$ cat src/rtl/tia_audio_poly_if.sv
// Register-file side of the polyphonic TIA audio block: per-channel control,
// frequency and volume in, raw channel bits and the summed mix out.
interface tia_audio_poly_if #(
  parameter int NUM_CH = 2,
  parameter int FREQ_W = 5,
  parameter int VOL_W  = 4,
  parameter int MIX_W  = VOL_W + $clog2(NUM_CH + 1)
);
  // Level-sampled bus, no handshake: AUDC/AUDF/AUDV are taken on every rising
  // CLK_30 edge and AUD/AUD_MIX are valid for the whole cycle after an edge.
  logic [4*NUM_CH-1:0]      AUDC;
  logic [FREQ_W*NUM_CH-1:0] AUDF;
  logic [VOL_W*NUM_CH-1:0]  AUDV;
  logic [NUM_CH-1:0]        AUD;
  logic [MIX_W-1:0]         AUD_MIX;

  modport master (output AUDC, AUDF, AUDV, input AUD, AUD_MIX);
  modport slave  (input AUDC, AUDF, AUDV, output AUD, AUD_MIX);
endinterface

$ cat src/rtl/tia_audio_poly.sv
// NUM_CH-channel TIA-style tone/noise generator: per-channel divider, poly4/5/9
// LFSRs and div3/div31 prescalers, with a registered volume-weighted mix.
module tia_audio_poly #(
  parameter int NUM_CH = 2,
  parameter int FREQ_W = 5,
  parameter int VOL_W  = 4,
  parameter int MIX_W  = VOL_W + $clog2(NUM_CH + 1)
) (
  input logic              CLK_30,
  input logic              RESET,
  tia_audio_poly_if.slave  bus
);

  logic [FREQ_W-1:0] cnt_q   [NUM_CH];
  logic [FREQ_W-1:0] cnt_d   [NUM_CH];
  logic [1:0]        div3_q  [NUM_CH];
  logic [1:0]        div3_d  [NUM_CH];
  logic [4:0]        div31_q [NUM_CH];
  logic [4:0]        div31_d [NUM_CH];
  logic [3:0]        p4_q    [NUM_CH];
  logic [3:0]        p4_d    [NUM_CH];
  logic [4:0]        p5_q    [NUM_CH];
  logic [4:0]        p5_d    [NUM_CH];
  logic [8:0]        p9_q    [NUM_CH];
  logic [8:0]        p9_d    [NUM_CH];
  logic [3:0]        audc_q  [NUM_CH];
  logic [NUM_CH-1:0] aud_q;
  logic [NUM_CH-1:0] aud_d;
  logic [MIX_W-1:0]  mix_q;
  logic [MIX_W-1:0]  mix_d;

  always_comb begin
    aud_d = aud_q;
    for (int ch = 0; ch < NUM_CH; ch++) begin
      cnt_d[ch]   = cnt_q[ch];
      div3_d[ch]  = div3_q[ch];
      div31_d[ch] = div31_q[ch];
      p4_d[ch]    = p4_q[ch];
      p5_d[ch]    = p5_q[ch];
      p9_d[ch]    = p9_q[ch];
      if (bus.AUDC[4*ch +: 4] != audc_q[ch]) begin
        // A control write restarts the prescalers but leaves the LFSRs running.
        cnt_d[ch]   = '0;
        div3_d[ch]  = '0;
        div31_d[ch] = '0;
      end else if (cnt_q[ch] == bus.AUDF[FREQ_W*ch +: FREQ_W]) begin
        cnt_d[ch]   = '0;
        div3_d[ch]  = (div3_q[ch] == 2'd2) ? 2'd0 : div3_q[ch] + 2'd1;
        div31_d[ch] = (div31_q[ch] == 5'd30) ? 5'd0 : div31_q[ch] + 5'd1;
        p5_d[ch]    = {p5_q[ch][3:0], p5_q[ch][4] ^ p5_q[ch][2]};
        p9_d[ch]    = {p9_q[ch][7:0], p9_q[ch][8] ^ p9_q[ch][4]};
        case (bus.AUDC[4*ch +: 4])
          4'h0, 4'hB: aud_d[ch] = 1'b1;
          4'h1: begin
            aud_d[ch] = p4_q[ch][3];
            p4_d[ch]  = {p4_q[ch][2:0], p4_q[ch][3] ^ p4_q[ch][2]};
          end
          4'h2: begin
            aud_d[ch] = p4_q[ch][3];
            if (div31_q[ch] == 5'd0 || div31_q[ch] == 5'd18)
              p4_d[ch] = {p4_q[ch][2:0], p4_q[ch][3] ^ p4_q[ch][2]};
          end
          4'h3: begin
            aud_d[ch] = p4_q[ch][3];
            if (p5_q[ch][4])
              p4_d[ch] = {p4_q[ch][2:0], p4_q[ch][3] ^ p4_q[ch][2]};
          end
          4'h4, 4'h5: aud_d[ch] = ~aud_q[ch];
          4'h6, 4'hA: aud_d[ch] = (div31_q[ch] < 5'd18);
          4'h7, 4'h9: aud_d[ch] = p5_q[ch][4];
          4'h8:       aud_d[ch] = p9_q[ch][8];
          4'hC, 4'hD: if (div3_q[ch] == 2'd2) aud_d[ch] = ~aud_q[ch];
          4'hE: if (div3_q[ch] == 2'd2 && div31_q[ch] < 5'd18) aud_d[ch] = ~aud_q[ch];
          4'hF: if (div3_q[ch] == 2'd2) aud_d[ch] = p5_q[ch][4];
          default: aud_d[ch] = aud_q[ch];
        endcase
      end else begin
        cnt_d[ch] = cnt_q[ch] + 1'b1;
      end
    end
  end

  // Mix weights the bits already on AUD, so it trails AUD by one edge.
  always_comb begin
    mix_d = '0;
    for (int ch = 0; ch < NUM_CH; ch++)
      if (aud_q[ch]) mix_d = mix_d + MIX_W'(bus.AUDV[VOL_W*ch +: VOL_W]);
  end

  always_ff @(posedge CLK_30) begin
    if (RESET) begin
      for (int ch = 0; ch < NUM_CH; ch++) begin
        cnt_q[ch]   <= '0;
        div3_q[ch]  <= '0;
        div31_q[ch] <= '0;
        p4_q[ch]    <= 4'hF;
        p5_q[ch]    <= 5'h1F;
        p9_q[ch]    <= 9'h1FF;
        audc_q[ch]  <= bus.AUDC[4*ch +: 4];
      end
      aud_q <= '0;
      mix_q <= '0;
    end else begin
      for (int ch = 0; ch < NUM_CH; ch++) begin
        cnt_q[ch]   <= cnt_d[ch];
        div3_q[ch]  <= div3_d[ch];
        div31_q[ch] <= div31_d[ch];
        p4_q[ch]    <= p4_d[ch];
        p5_q[ch]    <= p5_d[ch];
        p9_q[ch]    <= p9_d[ch];
        audc_q[ch]  <= bus.AUDC[4*ch +: 4];
      end
      aud_q <= aud_d;
      mix_q <= mix_d;
    end
  end

  assign bus.AUD     = aud_q;
  assign bus.AUD_MIX = mix_q;

endmodule
$ cat src/flat_wrapper.sv
// flat-port wrapper written by rule: the top's interface ports become plain ports
module tia_audio_poly_flat 
#(
  parameter int NUM_CH = 2,
  parameter int FREQ_W = 5,
  parameter int VOL_W  = 4,
  parameter int MIX_W  = VOL_W + $clog2(NUM_CH + 1)
)
  (CLK_30, RESET, bus_AUDC, bus_AUDF, bus_AUDV, bus_AUD, bus_AUD_MIX);
  tia_audio_poly_if #(.NUM_CH(NUM_CH), .FREQ_W(FREQ_W), .VOL_W(VOL_W), .MIX_W(MIX_W)) bus_i ();
  input logic CLK_30;
  input logic RESET;
  input wire logic [$bits(bus_i.AUDC)-1:0] bus_AUDC;
  input wire logic [$bits(bus_i.AUDF)-1:0] bus_AUDF;
  input wire logic [$bits(bus_i.AUDV)-1:0] bus_AUDV;
  output wire logic [$bits(bus_i.AUD)-1:0] bus_AUD;
  output wire logic [$bits(bus_i.AUD_MIX)-1:0] bus_AUD_MIX;
  assign bus_i.AUDC = bus_AUDC;
  assign bus_i.AUDF = bus_AUDF;
  assign bus_i.AUDV = bus_AUDV;
  assign bus_AUD = bus_i.AUD;
  assign bus_AUD_MIX = bus_i.AUD_MIX;
  tia_audio_poly #(.NUM_CH(NUM_CH), .FREQ_W(FREQ_W), .VOL_W(VOL_W), .MIX_W(MIX_W)) u_core (.CLK_30(CLK_30), .RESET(RESET), .bus(bus_i));
endmodule
$ cat config.mk
export PLATFORM = sky130hd
export DESIGN_NAME = tia_audio_poly_flat
export DESIGN_NICKNAME = d
export VERILOG_FILES = /design/src/rtl/tia_audio_poly_if.sv /design/src/rtl/tia_audio_poly.sv /design/src/flat_wrapper.sv
export SDC_FILE = /design/constraint.sdc
export NUM_CORES = 1
export LEC_CHECK = 0
export CAP_MARGIN = 20
export CORE_ASPECT_RATIO = 0.5
export CORE_MARGIN = 10
export CORE_UTILIZATION = 61
export DETAILED_ROUTE_END_ITERATION = 16
export PLACE_DENSITY = 0.95
export SETUP_SLACK_MARGIN = 0.4
export SLEW_MARGIN = 20
export SYNTH_ARGS = -nofsm -noshare
export SYNTH_HDL_FRONTEND = slang
export SYNTH_SLANG_ARGS = --single-unit
$ cat constraint.sdc
create_clock -name CLK_30 -period 3.1 [get_ports CLK_30]
set_input_delay 0.62 -clock CLK_30 [delete_from_list [all_inputs] [get_ports CLK_30]]
set_output_delay 0.62 -clock CLK_30 [all_outputs]
set_load 0.05 [all_outputs]
# [Word-level counts from Yosys, hierarchy flattened]
# Memory sizes are Yosys's and may differ from the RTL's.
# Cells that the tools add are included.
[op_classes] add_sub_neg=7 multipliers=0 n_reduce_logical=22 order_cmp=2 n_mux=61 n_bitwise=24 n_shift=0 div_mod_pow=0 n_eq_ne=46
[op_table] cell="2-to-1 mux 5 bit" n=20
[op_table] cell="equality test 4 bit (second input constant)" n=16
[op_table] cell="2-to-1 mux 9 bit" n=6
[op_table] cell="2-to-1 mux 4 bit" n=13
[op_table] cell="equality test 4 x 3 -> 1 bit (second input constant)" n=8
[op_table] cell="one-hot mux 4 bit (3 select lines)" n=2
[op_table] cell="adder 5 x 1 -> 5 bit (second input constant)" n=4
[op_table] cell="equality test 5 bit (second input constant)" n=4
[op_table] cell="OR reduction 2 bit" n=10
[op_table] cell="one-hot mux 1 bit (9 select lines)" n=2
[op_table] cell="equality test 4 x 2 -> 1 bit (second input constant)" n=4
[op_table] cell="2-to-1 mux 2 bit" n=8
[op_table] cell="OR 1 bit" n=14
[op_table] cell="!= test 2 x 1 -> 1 bit (second input constant)" n=6
[op_table] cell="equality test 5 bit" n=2
[op_table] cell="logical NOT 5 bit" n=2
[op_table] cell="less-than comparator 5 bit (second input constant)" n=2
[op_table] cell="AND reduction 5 bit" n=2
[op_table] cell="2-to-1 mux 1 bit" n=9
[op_table] cell="equality test 4 x 1 -> 1 bit (second input constant)" n=2
[op_table] cell="logical NOT 4 bit" n=2
[op_table] cell="!= test 4 bit" n=2
[op_table] cell="2-to-1 mux 6 bit" n=1
[op_table] cell="OR reduction 3 bit" n=2
[op_table] cell="7 further kinds" n=19
[word_totals] out_inout_bits=8 wordCells=172 ram_bits=68 latch_bits=0 memories=7 regBits=8 mem_bits_ro=0
[mem_list] memory="u_core.p9_q" depth=2 word_bits=9 rd=2 rd_clocked_by_memory_dff=0 wr=2 line="tia_audio_poly.sv:24" rtl="logic [8:0] p9_q [NUM_CH];"
[mem_list] memory="u_core.cnt_q" depth=2 word_bits=5 rd=2 rd_clocked_by_memory_dff=0 wr=2 line="tia_audio_poly.sv:14" rtl="logic [FREQ_W-1:0] cnt_q [NUM_CH];"
[mem_list] memory="u_core.div31_q" depth=2 word_bits=5 rd=2 rd_clocked_by_memory_dff=0 wr=2 line="tia_audio_poly.sv:18" rtl="logic [4:0] div31_q [NUM_CH];"
[mem_list] memory="u_core.p5_q" depth=2 word_bits=5 rd=2 rd_clocked_by_memory_dff=0 wr=2 line="tia_audio_poly.sv:22" rtl="logic [4:0] p5_q [NUM_CH];"
[mem_list] memory="u_core.audc_q" depth=2 word_bits=4 rd=2 rd_clocked_by_memory_dff=0 wr=2 line="tia_audio_poly.sv:26" rtl="logic [3:0] audc_q [NUM_CH];"
[mem_list] memory="u_core.p4_q" depth=2 word_bits=4 rd=2 rd_clocked_by_memory_dff=0 wr=2 line="tia_audio_poly.sv:20" rtl="logic [3:0] p4_q [NUM_CH];"
[mem_list] memory="+1 memories"

# [Depth between registers and ports, before layout]
# Gate-level depths: netlist of the first run.
# An unclocked memory read counts as a cell.
[depth] ltp_word=8 mapped_depth=8

# [Worst setup path after synthesis of the first run]
# No wires, ideal clock.
[synth_timing] kind="input -> register" startpoint="in bus_AUDC[5]" endpoint="mem u_core.p5_q[1][1] (netlist: u_core.p5_q[0][6])" arrival_ns=1.988 setup_ns=0.120 required_time_ns=2.980 slack_ns=0.992 n_path_buf=2 cell_stages=7 path_cell_list="buf_2 -> xnor2_1 -> nand4_1 -> or3_4 -> buf_6 -> and2_0 -> a211o_1"
[synth_lines] item="start: declaration" line="flat_wrapper.sv:13" rtl="input wire logic [$bits(bus_i.AUDC)-1:0] bus_AUDC;"
[synth_lines] item="end: declaration" line="tia_audio_poly.sv:22"

==> results of run 1 <==
-- final timing paths --
kind	from	to	slack, ps	cells after the start
min reg2reg	u_core.p5_q[0][6]	u_core.p5_q[0][7]	450	1
max	bus_AUDC[6]	u_core.p5_q[0][9]	700	6
max reg2reg	u_core.cnt_q[0][2]	u_core.div3_q[0][0]	1120	5
min	u_core.p5_q[0][6]	u_core.p5_q[0][7]	450	1
-- sequential cells by signal (all words and copies together) (netlist names) --
name	flops
u_core.p9_q	18
u_core.cnt_q	10
u_core.div31_q	10
u_core.p5_q	10
u_core.audc_q	8
u_core.p4_q	8
u_core.bus.AUD_MIX	5
u_core.div3_q	4
u_core.bus.AUD	2
-- kinds of logic after synthesis --
kind of cell             synth area share [%]
XOR/XNOR                                 8.36
multiplexers                             4.29
flip-flops                               42.1
AND/OR/NAND/NOR                          18.3
AO/OA/AOI/OAI                            16.0
buffers and inverters                    5.97
adder cells (fa/ha/maj)                  4.78
other                                   0.105
-- final cells by class --
class / instances / area [um2]
well taps: 73 / 91.3
repair buffers: 40 / 385
multi-input cells: 269 / 1850
fillers: 361 / 1380
clock buffers: 12 / 246
clock inverters: 3 / 15.0
flip-flops and latches: 75 / 1500
inverters: 26 / 97.6
-- cells in the mapped netlist (6+ instances only) --
| cell type | number | share of area (%) |
|---|---|---|
| dfxtp_1 | 75 | 42 |
| nor2_1 | 48 | 5.1 |
| a211o_1 | 28 | 6.9 |
| inv_1 | 26 | 2.7 |
| a21oi_1 | 18 | 2.5 |
| xnor2_1 | 18 | 4.4 |
| xor2_1 | 16 | 3.9 |
| clkbuf_1 | 13 | 1.4 |
| mux2i_1 | 13 | 3.7 |
| nand3_1 | 13 | 1.8 |
| ha_1 | 12 | 4.2 |
| nand2_1 | 11 | 1.2 |
| o21ai_0 | 11 | 1.5 |
| and2_1 | 10 | 1.8 |
| nand2b_1 | 8 | 1.4 |
| and2_0 | 6 | 1.1 |
-- through the flow --
| stage | power, uW | cells | setup WS (ps) |
|---|---|---|---|
| CTS | 2040 | 498 | 703 |
| global placement | 1120 | 483 | 407 |
| detailed placement | 1120 | 483 | 393 |
| floorplan | 1070 | 392 | 992 |
| global route | 2080 | 498 | 544 |
| finish | 2020 | 498 | 701 |
-- report_power, final --
group | switching [uW] | internal, uW
clock | 369 | 555
sequential | 4.43 | 972
combinational | 62.5 | 61.0
total | 436 | 1590
-- worst max-delay path: cells and delay by family --
family / cells / cell delay, ps
buffers and inverters: 1 / 680
AND/OR/NAND/NOR: 3 / 870
AO/OA/AOI/OAI: 1 / 270
XOR/XNOR: 1 / 170
-- per-layer routing --
layer / vias up / wire length (um) / GRT usage (%)
met4: 0 / 370 / 11.8
met3: 37 / 504 / 5.60
li1: 1407 / - / -
met5: - / 0 / 0
met2: 99 / 3480 / 27.3
met1: 1318 / 3440 / 18.6
==> flow_summary_export.csv, run 1 <==
group,metric,value,unit
placed_design,port_buffers,34,
floorplan,initial_core_util,64.0,%
sta,fmax,417,MHz
cts,cts_buffer_depth,2,
sta,setup_violations,0,
sta,hold_violations,0,
synthesis,ys.flop_type,"dfxtp_1",
placed_design,dp_hpwl,4880,um
sta,skew,3.91,ps
cts,cts_tree,"built",
global_routing,grt_pass1_vias,2819,
hold_path,hp-class,"reg -> reg",
route,vias,2861,
sta,setup_tns,0,ps
power,p_leak,0.00172,uW
synthesis,synthesis.area,3560,um2
final_layout,layout_commonest_cell,"dfxtp_1",
sta,max-slew-margin-rel,56.4,%
route,finalWirelength,7800,um
worst_setup_path,crit_path_top_delay_cell,"clkdlybuf4s50_1",
global_routing,grt_pass1_wl,12900,um
worst_setup_path,crit_arrival,2610,ps
synthesis,synthArstFlopShare,0,%
worst_setup_path,slowest_delay,680,ps
final_layout,antenna_cells,0,
route,drc,0,
floorplan,io_pins,36,
cts,post_cts_resized,0,
cts,clk_pin_slew,50,ps
cts,numCtsBuffers,9,
synthesis,netlist_instances,392,
worst_setup_path,cp-start-kind,"input port",
synthesis,ys_warn_count,0,
route,dr.pass1.iters,4,
final_layout,syn_to_final_growth,17.5,%
synthesis,synth_edf_count,0,
run,drv_cap,0,
worst_setup_path,end_kind,"flop",
global_routing,grt_usage,16.7,%
sta,slew_violations,0,
route,ant_nets,0,
final_layout,post-route-util,75.2,%
placed_design,gp_congestion,0.892,
floorplan,row_count,19,
worst_setup_path,worst-setup-path-type,"in -> reg",
cts,clkLatencyLatePin,330,ps
floorplan,coreArea,5560,um2
sta,rsz0062_at_grt,"false",
sta,min_period,2400,ps
global_routing,overflow,0,
floorplan,dieArea,9480,um2
worst_setup_path,required,3310,ps
worst_setup_path,path_max_fanout,16,
cts,h-tree-depth,3,
power,ir_drop,0.000266,V
sta,tightestPinTransition,651,ps
outcome,status,"finished, final reports clean",
sta,hold_slack,453,ps
cts,cts_setup_buffers,0,
cts,root_buffer,"clkbuf_16",
final_layout,fin_area,4190,um2
cts,cts_hold_buffers,0,
synthesis,yosysSeqAreaShare,42.1,%
global_routing,grt_max_degree,47,
final_layout,drive_gt1_share,7.06,%
placed_design,place_area,3920,um2
floorplan,die_x,128,um
synthesis,synth_seq_cells,75,
global_routing,antenna_found_initial,0,
final_layout,most-common-layout-cells,"75 x dfxtp_1, 48 x nor2_1, 34 x clkdlybuf4s50_1",
worst_setup_path,crit_path_cell_trace,"clkdlybuf4s50_1 -> xnor2_1 -> nand4_1 -> or3_4 -> and2_0 -> a211o_1",
route,wl_per_cell,15.7,um
cts,cts.sinks,75,
power,powerDensity,484,nW/um2
floorplan,die-height,74.0,um
sta,fin_crit_sh,77.4,%
synthesis,synth_nets,433,
synthesis,ys_types,51,
synthesis,syn_avg_cell_area,9.09,um2
route,drtIter0Drc,246,
final_layout,layout.nets,462,
route,viasPerCell,5.74,
Note: power is estimated with default switching activity, not from simulation.
==> inputs of run 2 (changes only) <==
--- a/config.mk
+++ b/config.mk
@@ -8,9 +8,9 @@
 export CAP_MARGIN = 20
 export CORE_ASPECT_RATIO = 0.5
 export CORE_MARGIN = 10
-export CORE_UTILIZATION = 61
+export CORE_UTILIZATION = 51
 export DETAILED_ROUTE_END_ITERATION = 16
-export PLACE_DENSITY = 0.95
+export PLACE_DENSITY = 0.86
 export SETUP_SLACK_MARGIN = 0.4
 export SLEW_MARGIN = 20
 export SYNTH_ARGS = -nofsm -noshare
==> constraint.sdc (replaced) <==
create_clock -name CLK_30 -period 2 [get_ports CLK_30]
set_input_delay 0.4 -clock CLK_30 [delete_from_list [all_inputs] [get_ports CLK_30]]
set_output_delay 0.4 -clock CLK_30 [all_outputs]
set_load 0.05 [all_outputs]
==> run 2 against run 1 <==
Setup slack worse by 460 ps. Clock skew grew 3.9 ps. Utilization is 1.8 points lower. Power rose by 70%. Routed wire length grew 12%. First-iteration DRC count is 23% lower. Cell area is 18% higher. Register-to-register slack worse by 880 ps. Non-clock buffer count is 39 higher. Critical path depth shrank 1. Largest cell class unchanged.
==> flow_summary_export.csv, run 2 (same netlist as run 1, synthesis figures left out) <==
group,metric,value,unit
floorplan,coreArea,6730,um2
floorplan,dieArea,10900,um2
final_layout,fin_area,4940,um2
global_routing,grt_usage,14.9,%
route,vias,2998,
route,viasPerCell,5.37,
placed_design,dp_hpwl,5080,um
outcome,status,"finished, final reports clean",
final_layout,layout.nets,502,
placed_design,gp_congestion,0.817,
final_layout,regMostFlops,"u_core.p9_q",
sta,max-slew-margin-rel,61.3,%
worst_setup_path,crit_arrival,1990,ps
final_layout,largest_reg_flops,18,
placed_design,port_buffers,34,
route,finalWirelength,8750,um
worst_setup_path,rr_worst_depth,5,
floorplan,io_pins,36,
sta,hold_violations,0,
placed_design,place_area,4170,um2
power,finalPower,3450,uW
cts,cts_buffer_depth,2,
cts,root_buffer,"clkbuf_16",
hold_path,min_path_cells,2,
worst_setup_path,required,2220,ps
route,dr.pass1.iters,4,
worst_setup_path,path_max_fanout,4,
run,drv_cap,0,
power,p_leak,0.00214,uW
worst_setup_path,end_kind,"flop",
worst_setup_path,cp-start-kind,"flop",
cts,numCtsBuffers,9,
route,ant_nets,0,
power,powerDensity,698,nW/um2
final_layout,fin_cells,558,
floorplan,row_count,21,
route,drtIter0Drc,189,
cts,cts.sinks,75,
hold_path,hold_end,"u_core.audc_q[0][1]",
sta,fmax,567,MHz
final_layout,most-common-layout-cells,"63 x dfxtp_1, 42 x nor2_1, 32 x buf_4",
global_routing,grt_max_degree,33,
sta,fin_crit_sh,88.1,%
worst_setup_path,r2r_end,"u_core.p4_q[0][1]",
sta,setup_violations,0,
cts,cts_tree,"built",
worst_setup_path,rr_startpoint,"u_core.audc_q[0][2]",
placed_design,place_inst,526,
route,wl_per_cell,15.7,um
global_routing,grt_pass1_vias,2951,
worst_setup_path,worst-setup-path-type,"reg -> reg",
final_layout,antenna_cells,0,
global_routing,grt_pass1_wl,13700,um
floorplan,die_x,138,um
route,wl_met3,396,um
sta,tightestPinTransition,574,ps
route,met2WireLength,4440,um
floorplan,die-height,79.1,um
global_routing,overflow,0,
final_layout,syn_to_final_growth,38.6,%
power,ir_drop,0.000347,V
sta,skew,7.82,ps
cts,h-tree-depth,3,
route,wl_met1,3800,um
route,drc,0,
cts,clkLatencyLatePin,340,ps
cts,clk_pin_slew,60,ps
floorplan,initial_core_util,53.0,%
sta,slew_violations,0,
global_routing,antenna_found_initial,0,
final_layout,drive_gt1_share,28.8,%
sta,min_period,1760,ps
hold_path,min_from,"bus_AUDC[1]",
hold_path,hp-class,"in -> reg",
final_layout,layout_commonest_cell,"dfxtp_1",
route,top_layer_used,"met4",
cts,cts_hold_buffers,0,
sta,rsz0062_at_grt,"true",
worst_setup_path,ff2ff_setup_slack,240,ps
-- run 2: repair_timing --
item | CTS | global route
resized for setup | 65 | 51
pin swaps | 21 | 40
buffers inserted | 8 | 5
setup endpoints to repair | 69 | 69
cloned | 3 | 0
-- run 2: worst max-delay path by stage --
stage / startpoint / endpoint / cells after the start
after global placement: bus_AUDC[5] / u_core.p9_q[0][14] / 6
final: u_core.audc_q[0][2] / u_core.p4_q[0][1] / 5
after CTS: u_core.audc_q[0][0] / u_core.p4_q[0][1] / 5
after floorplan: bus_AUDC[5] / u_core.p9_q[0][17] / 7
after detailed placement: bus_AUDC[7] / u_core.p9_q[0][10] / 6
after global routing: u_core.audc_q[0][2] / u_core.p9_q[0][4] / 6
-- run 2: worst max-delay path: stages, from the launching register on --
cell      delay [ps]
dfxtp_1          310
xor2_1           160
nor4_2           360
nand3_2          210
a2111o_1         450
mux2i_1          150
-- run 2: where the power goes --
group	switching (uW)	internal, uW
sequential	8.46	1500
clock	639	1040
combinational	127	132
total	774	2670
-- run 2: metrics by stage --
step | utilization, % | setup slack (ps) | hold slack [ps] | TNS (ps)
4_1_cts | 70.3 | 238 | 442 | 0
3_5_place_dp | 62.1 | -354 | 443 | -9760
2_1_floorplan | - | 247 | 427 | 0
5_1_grt | 73.4 | 166 | 444 | 0
6_report | 73.4 | 237 | 439 | 0
3_3_place_gp | 62.1 | -241 | 436 | -6460
-- run 2: final cells by class --
class                   instances  area, um2
multi-input cells             270       2120
fillers                       504       1790
flip-flops and latches         75       1520
repair buffers                 79        771
clock buffers                  10        250
well taps                      92        115
inverters                      26       97.6
clock inverters                 6       62.6
-- run 2: routing by layer --
metal,up-vias,track usage [%]
met5,-,0
met4,0,6.07
met3,12,4.99
met2,73,25.7
met1,1425,16.9
li1,1488,-
==> inputs of run 3 (changes only) <==
--- a/config.mk
+++ b/config.mk
@@ -10,6 +10,7 @@
 export CORE_MARGIN = 10
 export CORE_UTILIZATION = 51
 export DETAILED_ROUTE_END_ITERATION = 16
+export GPL_TIMING_DRIVEN = 0
 export PLACE_DENSITY = 0.86
 export SETUP_SLACK_MARGIN = 0.4
 export SLEW_MARGIN = 20
==> run 3 against run 2 <==
Register-to-register slack better by 60 ps. Sequential power hardly changed. Largest cell class unchanged. Non-clock buffer count increased by 17. Largest power group unchanged. Critical path type unchanged. Clock power decreased by 2%. Power decreased by 0.81%. Count of clock-buffer cells in the layout is 2 higher. Utilization is 2.7 points higher.
==> flow_summary_export.csv, run 3 (same netlist as run 1, synthesis figures left out) <==
group,metric,value,unit
outcome,status,"finished, final reports clean",
global_routing,busiest_layer,"met2",
cts,h-tree-depth,3,
final_layout,antenna_cells,0,
final_layout,post-route-util,76.1,%
final_layout,syn_to_final_growth,43.7,%
sta,rsz0062_at_grt,"true",
route,viasPerCell,5.38,
cts,cts_tree,"built",
power,p_leak,0.00222,uW
final_layout,regMostFlops,"u_core.p9_q",
placed_design,gp_congestion,0.794,
global_routing,grt_max_degree,13,
final_layout,largest_reg_flops,18,
route,ant_nets,0,
worst_setup_path,startpoint,"u_core.cnt_q[0][9]",
sta,fmax,587,MHz
sta,skew,3.94,ps
worst_setup_path,required,2230,ps
global_routing,grt_pass1_wl,13900,um
sta,hold_slack,181,ps
worst_setup_path,cp-start-kind,"flop",
global_routing,grt_usage,15.1,%
worst_setup_path,rr_startpoint,"u_core.cnt_q[0][9]",
worst_setup_path,critPathBufInv,1,
sta,setup_violations,0,
floorplan,die-height,79.1,um
route,finalWirelength,9260,um
global_routing,globalRouteMet3Util,4.33,%
route,dr.pass1.iters,4,
worst_setup_path,critPathCapture,"u_core.p9_q[0][12]",
worst_setup_path,worst-path-stages,6,
final_layout,nFillCells,445,
cts,numCtsBuffers,9,
route,drc,0,
route,vias,3086,
worst_setup_path,worst-setup-path-type,"reg -> reg",
floorplan,row_count,21,
global_routing,antenna_found_initial,0,
final_layout,layout_commonest_cell,"dfxtp_1",
sta,hold_violations,0,
worst_setup_path,ff2ff_setup_slack,300,ps
cts,cts.sinks,75,
placed_design,port_buffers,34,
placed_design,dp_hpwl,5100,um
worst_setup_path,crit_family,"simple AND/OR/NAND/NOR gates",
worst_setup_path,r2r_end,"u_core.p9_q[0][12]",
cts,cts_hold_buffers,0,
cts,cts_buffer_depth,2,
final_layout,drive_gt1_share,36.1,%
floorplan,die_x,138,um
sta,slew_violations,0,
power,powerDensity,668,nW/um2
run,drv_cap,0,
floorplan,coreArea,6730,um2
cts,clk_pin_slew,60,ps
worst_setup_path,end_kind,"flop",
worst_setup_path,path_max_fanout,4,
power,ir_drop,0.000518,V
floorplan,initial_core_util,53.0,%
final_layout,most-common-layout-cells,"55 x dfxtp_1, 40 x nor2_1, 31 x buf_4",
global_routing,overflow,0,
worst_setup_path,rr_worst_depth,6,
global_routing,grt.met2_usage,27.1,%
route,wl_per_cell,16.1,um
global_routing,grt_pass1_vias,3005,
floorplan,dieArea,10900,um2
hold_path,hp-class,"in -> reg",
worst_setup_path,crit_arrival,1930,ps
worst_setup_path,slowest_delay,450,ps
route,drtIter0Drc,155,
worst_setup_path,crit_path_cell_trace,"xnor2_2 -> nand3_2 -> or3_4 -> buf_6 -> and2_4 -> a211o_1",
cts,root_buffer,"clkbuf_16",
worst_setup_path,crit_path_top_delay_cell,"or3_4",
floorplan,io_pins,36,
cts,clkLatencyLatePin,340,ps
sta,min_period,1700,ps
sta,fin_crit_sh,85.1,%
final_layout,layout.nets,518,
global_routing,met1_usage,16.6,%
-- run 3: stage by stage --
step	TNS (ps)	std cells	setup WS, ps	power, uW	instance area (um2)
floorplan	0	392	247	1670	3650
CTS	0	564	254	3380	4760
global route	0	574	241	3510	5120
finish	0	574	298	3420	5120
detailed placement	-21310	518	-504	1760	4110
global placement	-18680	518	-455	1750	4110
-- run 3: worst register-to-register path: stages (launching register included) --
cell and delay (ps):
dfxtp_2 340, xnor2_2 170, nand3_2 120, or3_4 450
buf_6 150, and2_4 130, a211o_1 230
-- run 3: worst min-delay path by stage --
| stage | from | endpoint | slack (ps) | depth (start not counted) |
|---|---|---|---|---|
| CTS | bus_AUDC[0] | u_core.audc_q[0][0] | 180 | 1 |
| floorplan | u_core.p9_q[0][11] | u_core.p9_q[0][12] | 430 | 1 |
| global placement | u_core.p9_q[0][11] | u_core.p9_q[0][12] | 440 | 1 |
| finish | bus_AUDC[2] | u_core.audc_q[0][2] | 180 | 1 |
| detailed placement | u_core.p9_q[0][12] | u_core.p9_q[0][13] | 440 | 1 |
| global route | bus_AUDC[2] | u_core.audc_q[0][2] | 190 | 1 |
-- run 3: metal layers --
metal | vias to the layer above | part of all wire, %
met5 | - | 0
met4 | 0 | 1.9
met3 | 18 | 3.7
met2 | 75 | 51
met1 | 1471 | 43
li1 | 1522 | -
-- run 3: final cells by class --
type	instances	area (um2)	area share, %
buffer	22	224	4.38
clock inverter	4	50.0	0.978
inverter	26	105	2.05
sequential	75	1540	30.1
timing repair buffer	74	634	12.4
tap	92	115	2.25
multi-input combinational	269	2200	43.1
clock buffer	12	246	4.82
-- run 3: timing repair --
action                                  CTS  global route
gates resized for setup                 106            78
pin swaps                                41            38
buffers inserted                         27            10
endpoints found under the setup margin   74            65
gates cloned                              3             0
-- run 3: power breakdown --
group	switching (uW)	internal (uW)	leakage [uW]
Sequential	8.67	1500	0.000617
Clock	634	998	0.000139
Combinational	135	141	0.00146
Total	777	2640	0.00222
